$ cat src/rtl/hack_pkg.sv
// hack_pkg: shared types and constants for the Hack run controller
package hack_pkg;
  localparam int DATA_W = 16;
  localparam int PC_W = 15;
  localparam logic [DATA_W-1:0] HALT_JMP = 16'hEA87;
  typedef enum logic [2:0] {IDLE, LOAD, BOOT, RUN, HALT, FAULT} state_e;
endpackage

$ cat src/rtl/hack_rom.sv
// hack_rom: instruction store, one synchronous write port and one asynchronous read port
module hack_rom #(
  parameter int DATA_W = 16,
  parameter int AW = 8
) (
  input  logic              clk,
  input  logic              we,
  input  logic [AW-1:0]     waddr,
  input  logic [DATA_W-1:0] wdata,
  input  logic [AW-1:0]     raddr,
  output logic [DATA_W-1:0] rdata
);
  logic [DATA_W-1:0] mem [2**AW];
  always_ff @(posedge clk) if (we) mem[waddr] <= wdata;
  assign rdata = mem[raddr];
endmodule

$ cat src/rtl/hack_run_ctrl.sv
// hack_run_ctrl: load/boot/run sequencer for the Hack CPU with loop-halt detection and watchdog
// HACK_RUN_STEP_EN adds step_mode/step ports that gate cpu_en one cycle per step in RUN
module hack_run_ctrl #(
  parameter int DATA_W = hack_pkg::DATA_W,
  parameter int PC_W = hack_pkg::PC_W,
  parameter int ROM_AW = 8,
  parameter int HALT_REP = 4,
  parameter int WDOG_MAX = 65535
) (
  input  logic              clk,
  input  logic              rst,
  input  logic              start,
`ifdef HACK_RUN_STEP_EN
  input  logic              step_mode,
  input  logic              step,
`endif
  input  logic              ld_valid,
  output logic              ld_ready,
  input  logic [DATA_W-1:0] ld_data,
  input  logic              ld_last,
  input  logic [PC_W-1:0]   cpu_pc,
  output logic [DATA_W-1:0] cpu_instr,
  output logic              cpu_rst,
  output logic              cpu_en,
  output logic              busy,
  output logic              done,
  output logic              timeout,
  output logic              fault,
  output logic [ROM_AW:0]   prog_len,
  output logic [31:0]       cycle_cnt
);
  import hack_pkg::*;
  localparam logic [ROM_AW:0] DEPTH = {1'b1, {ROM_AW{1'b0}}};
  localparam int HW = $clog2(HALT_REP + 1);
  state_e state_q, state_d;
  logic [ROM_AW:0] prog_len_q, prog_len_d;
  logic [31:0] cycle_cnt_q, cycle_cnt_d;
  logic [PC_W-1:0] pc_d1_q, pc_d1_d, pc_d2_q, pc_d2_d;
  logic [1:0] hist_q, hist_d;
  logic [HW-1:0] hit_cnt_q, hit_cnt_d;
  logic done_q, done_d, timeout_q, timeout_d, fault_q, fault_d;
  logic en, hit, rom_we;
  logic [DATA_W-1:0] rom_rdata;
`ifdef HACK_RUN_STEP_EN
  assign en = state_q == RUN && (!step_mode || step);
`else
  assign en = state_q == RUN;
`endif
  // hist_q counts enabled RUN cycles up to 2 so pc_d2_q is meaningful before comparing
  assign hit = hist_q == 2'd2 && cpu_pc == pc_d2_q;
  always_comb begin
    state_d = state_q;
    prog_len_d = prog_len_q;
    cycle_cnt_d = cycle_cnt_q;
    pc_d1_d = pc_d1_q;
    pc_d2_d = pc_d2_q;
    hist_d = hist_q;
    hit_cnt_d = hit_cnt_q;
    done_d = done_q;
    timeout_d = timeout_q;
    fault_d = fault_q;
    rom_we = 1'b0;
    case (state_q)
      IDLE, HALT, FAULT: if (start) begin
        state_d = LOAD;
        prog_len_d = '0;
        cycle_cnt_d = '0;
        done_d = 1'b0;
        timeout_d = 1'b0;
        fault_d = 1'b0;
      end
      LOAD: if (ld_valid) begin
        if (prog_len_q == DEPTH) begin
          fault_d = 1'b1;
          state_d = FAULT;
        end else begin
          rom_we = 1'b1;
          prog_len_d = prog_len_q + (ROM_AW+1)'(1);
          state_d = ld_last ? BOOT : LOAD;
        end
      end
      BOOT: begin
        state_d = RUN;
        hist_d = '0;
        hit_cnt_d = '0;
      end
      RUN: if (en) begin
        cycle_cnt_d = cycle_cnt_q + 32'(~&cycle_cnt_q);
        pc_d1_d = cpu_pc;
        pc_d2_d = pc_d1_q;
        hist_d = hist_q + 2'(hist_q != 2'd2);
        hit_cnt_d = hit ? hit_cnt_q + HW'(1) : '0;
        done_d = hit_cnt_d == HW'(HALT_REP);
        timeout_d = cycle_cnt_d == 32'(WDOG_MAX);
        state_d = (done_d || timeout_d) ? HALT : RUN;
      end
      default: state_d = IDLE;
    endcase
  end
  always_ff @(posedge clk or posedge rst)
    if (rst) begin
      state_q <= IDLE;
      prog_len_q <= '0;
      cycle_cnt_q <= '0;
      pc_d1_q <= '0;
      pc_d2_q <= '0;
      hist_q <= '0;
      hit_cnt_q <= '0;
      done_q <= 1'b0;
      timeout_q <= 1'b0;
      fault_q <= 1'b0;
    end else begin
      state_q <= state_d;
      prog_len_q <= prog_len_d;
      cycle_cnt_q <= cycle_cnt_d;
      pc_d1_q <= pc_d1_d;
      pc_d2_q <= pc_d2_d;
      hist_q <= hist_d;
      hit_cnt_q <= hit_cnt_d;
      done_q <= done_d;
      timeout_q <= timeout_d;
      fault_q <= fault_d;
    end
  hack_rom #(.DATA_W(DATA_W), .AW(ROM_AW)) u_rom (
    .clk   (clk),
    .we    (rom_we),
    .waddr (prog_len_q[ROM_AW-1:0]),
    .wdata (ld_data),
    .raddr (cpu_pc[ROM_AW-1:0]),
    .rdata (rom_rdata)
  );
  assign cpu_instr = cpu_pc[PC_W-1:ROM_AW] == '0 ? rom_rdata : '0;
  assign ld_ready = state_q == LOAD;
  assign cpu_rst = !(state_q == RUN || state_q == HALT);
  assign cpu_en = en;
  assign busy = state_q == LOAD || state_q == BOOT || state_q == RUN;
  assign done = done_q;
  assign timeout = timeout_q;
  assign fault = fault_q;
  assign prog_len = prog_len_q;
  assign cycle_cnt = cycle_cnt_q;
endmodule
$ cat config.mk
export PLATFORM = sky130hd
export DESIGN_NAME = hack_run_ctrl
export DESIGN_NICKNAME = d
export VERILOG_FILES = /design/src/rtl/hack_pkg.sv /design/src/rtl/hack_rom.sv /design/src/rtl/hack_run_ctrl.sv
export SDC_FILE = /design/constraint.sdc
export NUM_CORES = 2
export LEC_CHECK = 0
export ABC_AREA = 1
export ABC_CLOCK_PERIOD_IN_PS = 4800
export CAP_MARGIN = 20
export CELL_PAD_IN_SITES_DETAIL_PLACEMENT = 1
export CELL_PAD_IN_SITES_GLOBAL_PLACEMENT = 1
export CORE_MARGIN = 3
export CORE_UTILIZATION = 45
export DETAILED_ROUTE_END_ITERATION = 10
export PLACE_DENSITY_LB_ADDON = 0.05
export SLEW_MARGIN = 10
export SYNTH_ARGS = -nofsm -noshare
export SYNTH_HDL_FRONTEND = slang
export SYNTH_HIERARCHICAL = 1
export SYNTH_SLANG_ARGS = --single-unit
export TNS_END_PERCENT = 20
$ cat constraint.sdc
create_clock -name clk -period 4.8 [get_ports clk]
set_clock_uncertainty 0.15 [all_clocks]
set_input_delay 0.72 -clock clk [delete_from_list [all_inputs] [get_ports clk]]
set_output_delay 0.72 -clock clk [all_outputs]
set_load 0.005 [all_outputs]
; Word level (Yosys, flattened, before mapping)
; Memory sizes are Yosys's and may differ from the RTL's.
; Index checks and enable logic that the tools add are counted.
[classes]
add_sub_neg = 4
multipliers = 0
div_mod_pow = 0
magnitude_cmp = 0
eq_ne = 15
n_shift = 0
muxes = 27
bitwise_logic = 0
n_reduce_logical = 18
[ops]
columns = operator, n
row1 = $pmux W32 S2, 1
row2 = $add A32 B1 Y32, 1
row3 = $eq A32 B16 Y1 const B, 1
row4 = $mux W32, 1
row5 = $reduce_and A32 Y1, 1
row6 = $mux W9, 3
row7 = $pmux W9 S2, 1
row8 = $mux W16, 1
row9 = $eq A15 B15 Y1, 1
row10 = $mux W3, 5
row11 = $pmux W3 S4, 1
row12 = $add A9 B1 Y9 const B, 1
row13 = $eq A3 B3 Y1 const B, 3
row14 = $eq A9 B9 Y1 const B, 1
row15 = $mux W1, 8
row16 = $ne A2 B2 Y1 const B, 4
row17 = $reduce_and A4 Y1, 2
row18 = $logic_not A7 Y1, 1
row19 = $eq A3 B2 Y1 const B, 2
row20 = $pmux W1 S2, 3
row21 = $pmux W3 S2, 1
row22 = $reduce_bool A2 Y1, 3
row23 = $logic_or A1 B1 Y1, 4
row24 = $pmux W2 S2, 1
row25 = other kinds (11), 13
[totals]
regBits = 82
latch_bits = 0
ramBits = 4096
romBits = 0
inputBits = 36
output_inout_bits = 64
elab_cells = 75
memories = 1
[mem_list]
columns = memory, depth, width, read_ports, rd_clocked_by_memory_dff, wr, line
row1 = u_rom.mem, 256, 16, 1, 0, 1, hack_rom.sv:13  ; logic [DATA_W-1:0] mem [2**AW];

; Longest topological paths before layout
[depth]
ltp_word = 7
depth_mapped = 21
mapped_depth_nobuf = 21

; By module
; The synthesis kept the hierarchy.
[by_module_without_submodules]
columns = mod, instances, cells_per_inst, area_per_inst_um2, seq_area_each_um2
row1 = hack_rom, 1, 13601, 165386.1, 122998.0
row2 = hack_run_ctrl, 1, 721, 4934.7, 2052.0

; Least setup slack after synthesis
; No wires, ideal clock.
[synth_timing]
path_kind = in2reg
from = input port ld_valid
to = memory u_rom.mem[162][0], enable pin
setup_time_ns = 0.388
t_arrival_ns = 2.715
required_time_ns = 4.262
setup_slack_ns = 1.546
cell_stages = 8
n_path_buf = 2
path_cell_list = o22ai_2 > nor2_1 > nand2_1 > nor2_1 > clkbuf_1 > nand3_1 > clkbuf_1 > nor2_1
[synth_between]
elab_chain_len = 4
[synth_lines]
columns = item, line
row1 = from (decl), hack_run_ctrl.sv:17  ; input logic ld_valid,
row2 = $mux W1, hack_run_ctrl.sv:72  ; LOAD: if (ld_valid) begin
row3 = $mux W1, hack_run_ctrl.sv:63  ; case (state_q)
row4 = net rom_we, hack_run_ctrl.sv:42  ; logic en, hit, rom_we;
row5 = $mux W1, hack_rom.sv:14  ; always_ff @(posedge clk) if (we) mem[waddr] <= wdata;
row6 = $mux W1 (implied by the code), hack_rom.sv:14
row7 = to (decl), hack_rom.sv:13
; The timed path passes the listed nets, and every way through them passes these cells.

; Worst setup path in the final report
[layout_timing]
from = input port cpu_pc[0]
to = output port cpu_instr[2]
[layout_between]
elab_chain_len = 2
[layout_lines]
columns = item, line
row1 = from (decl), hack_run_ctrl.sv:21  ; input logic [PC_W-1:0] cpu_pc,
row2 = $mem_v2 Z256 W16, --
row3 = net rom_rdata[2], hack_run_ctrl.sv:43  ; logic [DATA_W-1:0] rom_rdata;
row4 = $mux W16, hack_run_ctrl.sv:132  ; assign cpu_instr = cpu_pc[PC_W-1:ROM_AW] == '0 ? rom_rdata : '0;
row5 = to (decl), hack_run_ctrl.sv:22  ; output logic [DATA_W-1:0] cpu_instr,
; The timed path passes the listed nets, and every way through them passes these cells.

==> flow_summary.json <==
{
  "grt_pass1_wl_um": 852800,
  "net-switching-power_mw": 20.02,
  "dp.cells": 19500,
  "area_growth_pct": 17.11,
  "period_share_pct": 100.5,
  "wl_per_cell_um": 29.20,
  "maxSlewHeadroom_pct": 19.07,
  "leakagePower_nw": 71.41,
  "pwr-share-clk_pct": 41.6,
  "path_max_fanout": 30,
  "drt-total-wl_um": 594300,
  "hold_path_class": "input pin to register",
  "post-place-ws_ns": -0.3432,
  "peakVddDrop_v": 0.0003195,
  "clk_latency_ns": 0.97,
  "worstSetupEndpointType": "output port",
  "ys_seq_area_share_pct": 73.42,
  "num-nets-final": 15030,
  "clockBufferDepth": 4,
  "grt_use_total_pct": 29.97,
  "finalHoldViolations": 0,
  "drive_above_1_share_pct": 12.54,
  "syn_inst": 14320,
  "cts_tree": "yes",
  "clock-sinks": 4178,
  "cts_buffers": 448,
  "core_area_um2": 376100,
  "grt_pass1_vias": 121400,
  "total_power_mw": 82.44,
  "finalNonFillerCells": 20350,
  "synth_top_area_share_pct": 72.22,
  "required_ns": 3.93,
  "io_pins": 100,
  "comb_power_share_pct": 9.0,
  "n_fill_cell": 38240,
  "worst_pin_slew_ns": 1.214,
  "synth_most_common_cell": "nand2_1",
  "die_y_um": 621.2,
  "p_int_mw": 62.41,
  "start_kind": "input pin",
  "async_flop_share_pct": 1.963,
  "holdWs_ns": 0.04139,
  "antenna_left": 0,
  "globalRouteOverflowTotal": 0,
  "switching_share_pct": 24.29,
  "violations": "negative setup slack",
  "slew_violations": 0,
  "vias": 119300,
  "place_congestion": 0.8621,
  "dpl.hpwl_um": 361500,
  "netlist_area_um2": 170300,
  "yosysWarnings": 6,
  "status": "finished with violations",
  "fin_util_pct": 53.03,
  "initial_utilization_pct": 45.28,
  "portBuffers": 99,
  "area.sequential_um2": 125100,
  "fmax_mhz": 207.2,
  "yosys-top-cells-area": "edfxtp_1, nand3_1, nand2_1",
  "vias_per_cell": 5.863,
  "seqPwrFrac_pct": 49.4,
  "synth-seq-cells": 4178,
  "power_density_nw_per_um2": 413.3,
  "syn_nets": 14370,
  "drt-initial-drc-count": 13250,
  "synth-edff-count": 4096,
  "synth-main-ff-cell": "edfxtp_1",
  "grt_setup_unrepaired": "true",
  "syn_avg_cell_area_um2": 11.89,
  "clkTransAtPathRegs_ns": 0.06,
  "dr.pass1.iters": 6,
  "post-synth-top-area-cell": "edfxtp_1",
  "maxCapViolCount": 0,
  "dieArea_um2": 385900,
  "worst_slack_ns": -0.02600,
  "finalCriticalPeriod_ns": 4.826,
  "arrival_ns": 3.96,
  "antenna_found_initial": 26,
  "setup_viol": 2,
  "rows": 225,
  "crit_type": "input pin to output port",
  "die_x_um": 621.2,
  "root_buffer": "clkbuf_16",
  "drc_errors": 0,
  "cts-htree-levels": 5,
  "synth_cell_types": 41,
  "multiInputGateArea_um2": 40180,
  "grt_max_degree": 106,
  "synth_common_cells": "nand2_1, edfxtp_1, nand3_1"
}
-- logic make-up after synthesis --
family                     after synthesis  synth area share (%)
and+or+nand+nor                       8952                 22.84
DFF                                   4178                 73.42
buffers and inverters                 1096                 3.391
AOI/OAI and AO/OA                       83                0.2703
adders and majority gates                7               0.05142
xor gates and xnor gates                 6               0.03085
-- cell usage in the layout, fill, tap and decap left out, types with 16 or more instances in the layout --
cell,instances
clkbuf_1,84
buf_6,16
nor2_1,313
clkdlybuf4s50_1,75
buf_16,25
buf_12,234
inv_1,137
nor2_2,65
nand2_2,37
clkbuf_16,468
buf_8,25
nand3_1,3987
nand2_1,4426
clkinv_1,110
clkinv_2,84
edfxtp_1,4096
bufinv_16,45
o21ai_0,58
nand3_2,86
buf_4,765
dfrtp_1,82
-- registers in the layout, indices dropped and copies added, names as in the netlist, 2 cells and up --
name and cells:
u_rom/mem 4096, state_q 3, hit_cnt_q 3, hist_q 2, cycle_cnt 32, prog_len 9, pc_d1_q 15, pc_d2_q 15
-- through the flow --
stage	cell area, um2	TNS, ns
after floorplan	170300	0
after global placement	183600	-2.092
after detailed placement	183600	-2.108
after CTS	198700	-0.1056
after global routing	199400	-0.2165
final	199500	-0.02656
-- per-layer routing --
| metal | vias up | track usage [%] | wire length [um] |
|---|---|---|---|
| li1 | 52220 | - | - |
| met1 | 61840 | 41.48 | 248700 |
| met2 | 4341 | 48.74 | 282400 |
| met3 | 906 | 3.275 | 38160 |
| met4 | 6 | 11.77 | 24940 |
| met5 | - | 0 | 33 |
-- worst max-delay path, cell delays in order --
cell and delay, ns:
buf_16 0.15, clkinv_16 0.15, buf_12 0.19, buf_12 0.22, buf_12 0.19, nand2_1 0.08, nand3_1 0.07, nand3_1 0.16
nand3_1 0.19, nand3_1 0.39, nand3_2 0.26, nand3_1 0.10, nand2_1 0.11, nand2_1 0.09, nand2_1 0.10, inv_1 0.06
nor2_1 0.12, clkdlybuf4s50_1 0.52
-- final timing paths --
path | startpoint | endpoint | slack [ns] | cells after the start
worst max-delay path | cpu_pc[0] | cpu_instr[2] | -0.03 | 18
worst min-delay path | ld_data[15] | u_rom/mem[98][15] | 0.04 | 1
worst max register to register | prog_len[5] | u_rom/mem[76][4] | 0.33 | 13
worst min register to register | pc_d1_q[2] | pc_d1_q[2] | 0.33 | 2
max in group asynchronous | rst | prog_len[4] | 3.42 | 3
min in group asynchronous | rst | hit_cnt_q[0] | 0.08 | 2
-- power groups by stage --
stage | Clock, mW | Sequential (mW) | Combinational (mW)
6_report | 34.3 | 40.7 | 7.42
5_1_grt | 36.4 | 40.7 | 7.96
4_1_cts | 34.8 | 40.7 | 7.30
3_5_place_dp | 0 | 41.5 | 7.18
3_3_place_gp | 0 | 41.5 | 7.01
2_1_floorplan | 0 | 41.4 | 3.36
-- layout make-up --
| type | count | area share, % |
|---|---|---|
| inverters | 145 | 0.3049 |
| repair buffers | 1161 | 6.494 |
| multi-input cells | 9048 | 20.15 |
| flip-flops and latches | 4178 | 62.69 |
| repair inverters | 2 | 0.008782 |
| clock inverters | 271 | 1.282 |
| clock buffers | 544 | 5.929 |
| diodes | 8 | 0.01004 |
| well taps | 4994 | 3.133 |
-- timing repair --
item | 4_1_cts | 5_1_grt
resized for setup | 61 | 99
hold buffers | 2 | 0
cloned | 11 | 8
pin swaps | 2 | 4
buffers inserted | 6 | 6
setup endpoints to repair | 16 | 16
endpoints found under the hold margin | 20 | 0
Power figures use the tool's default switching activity.
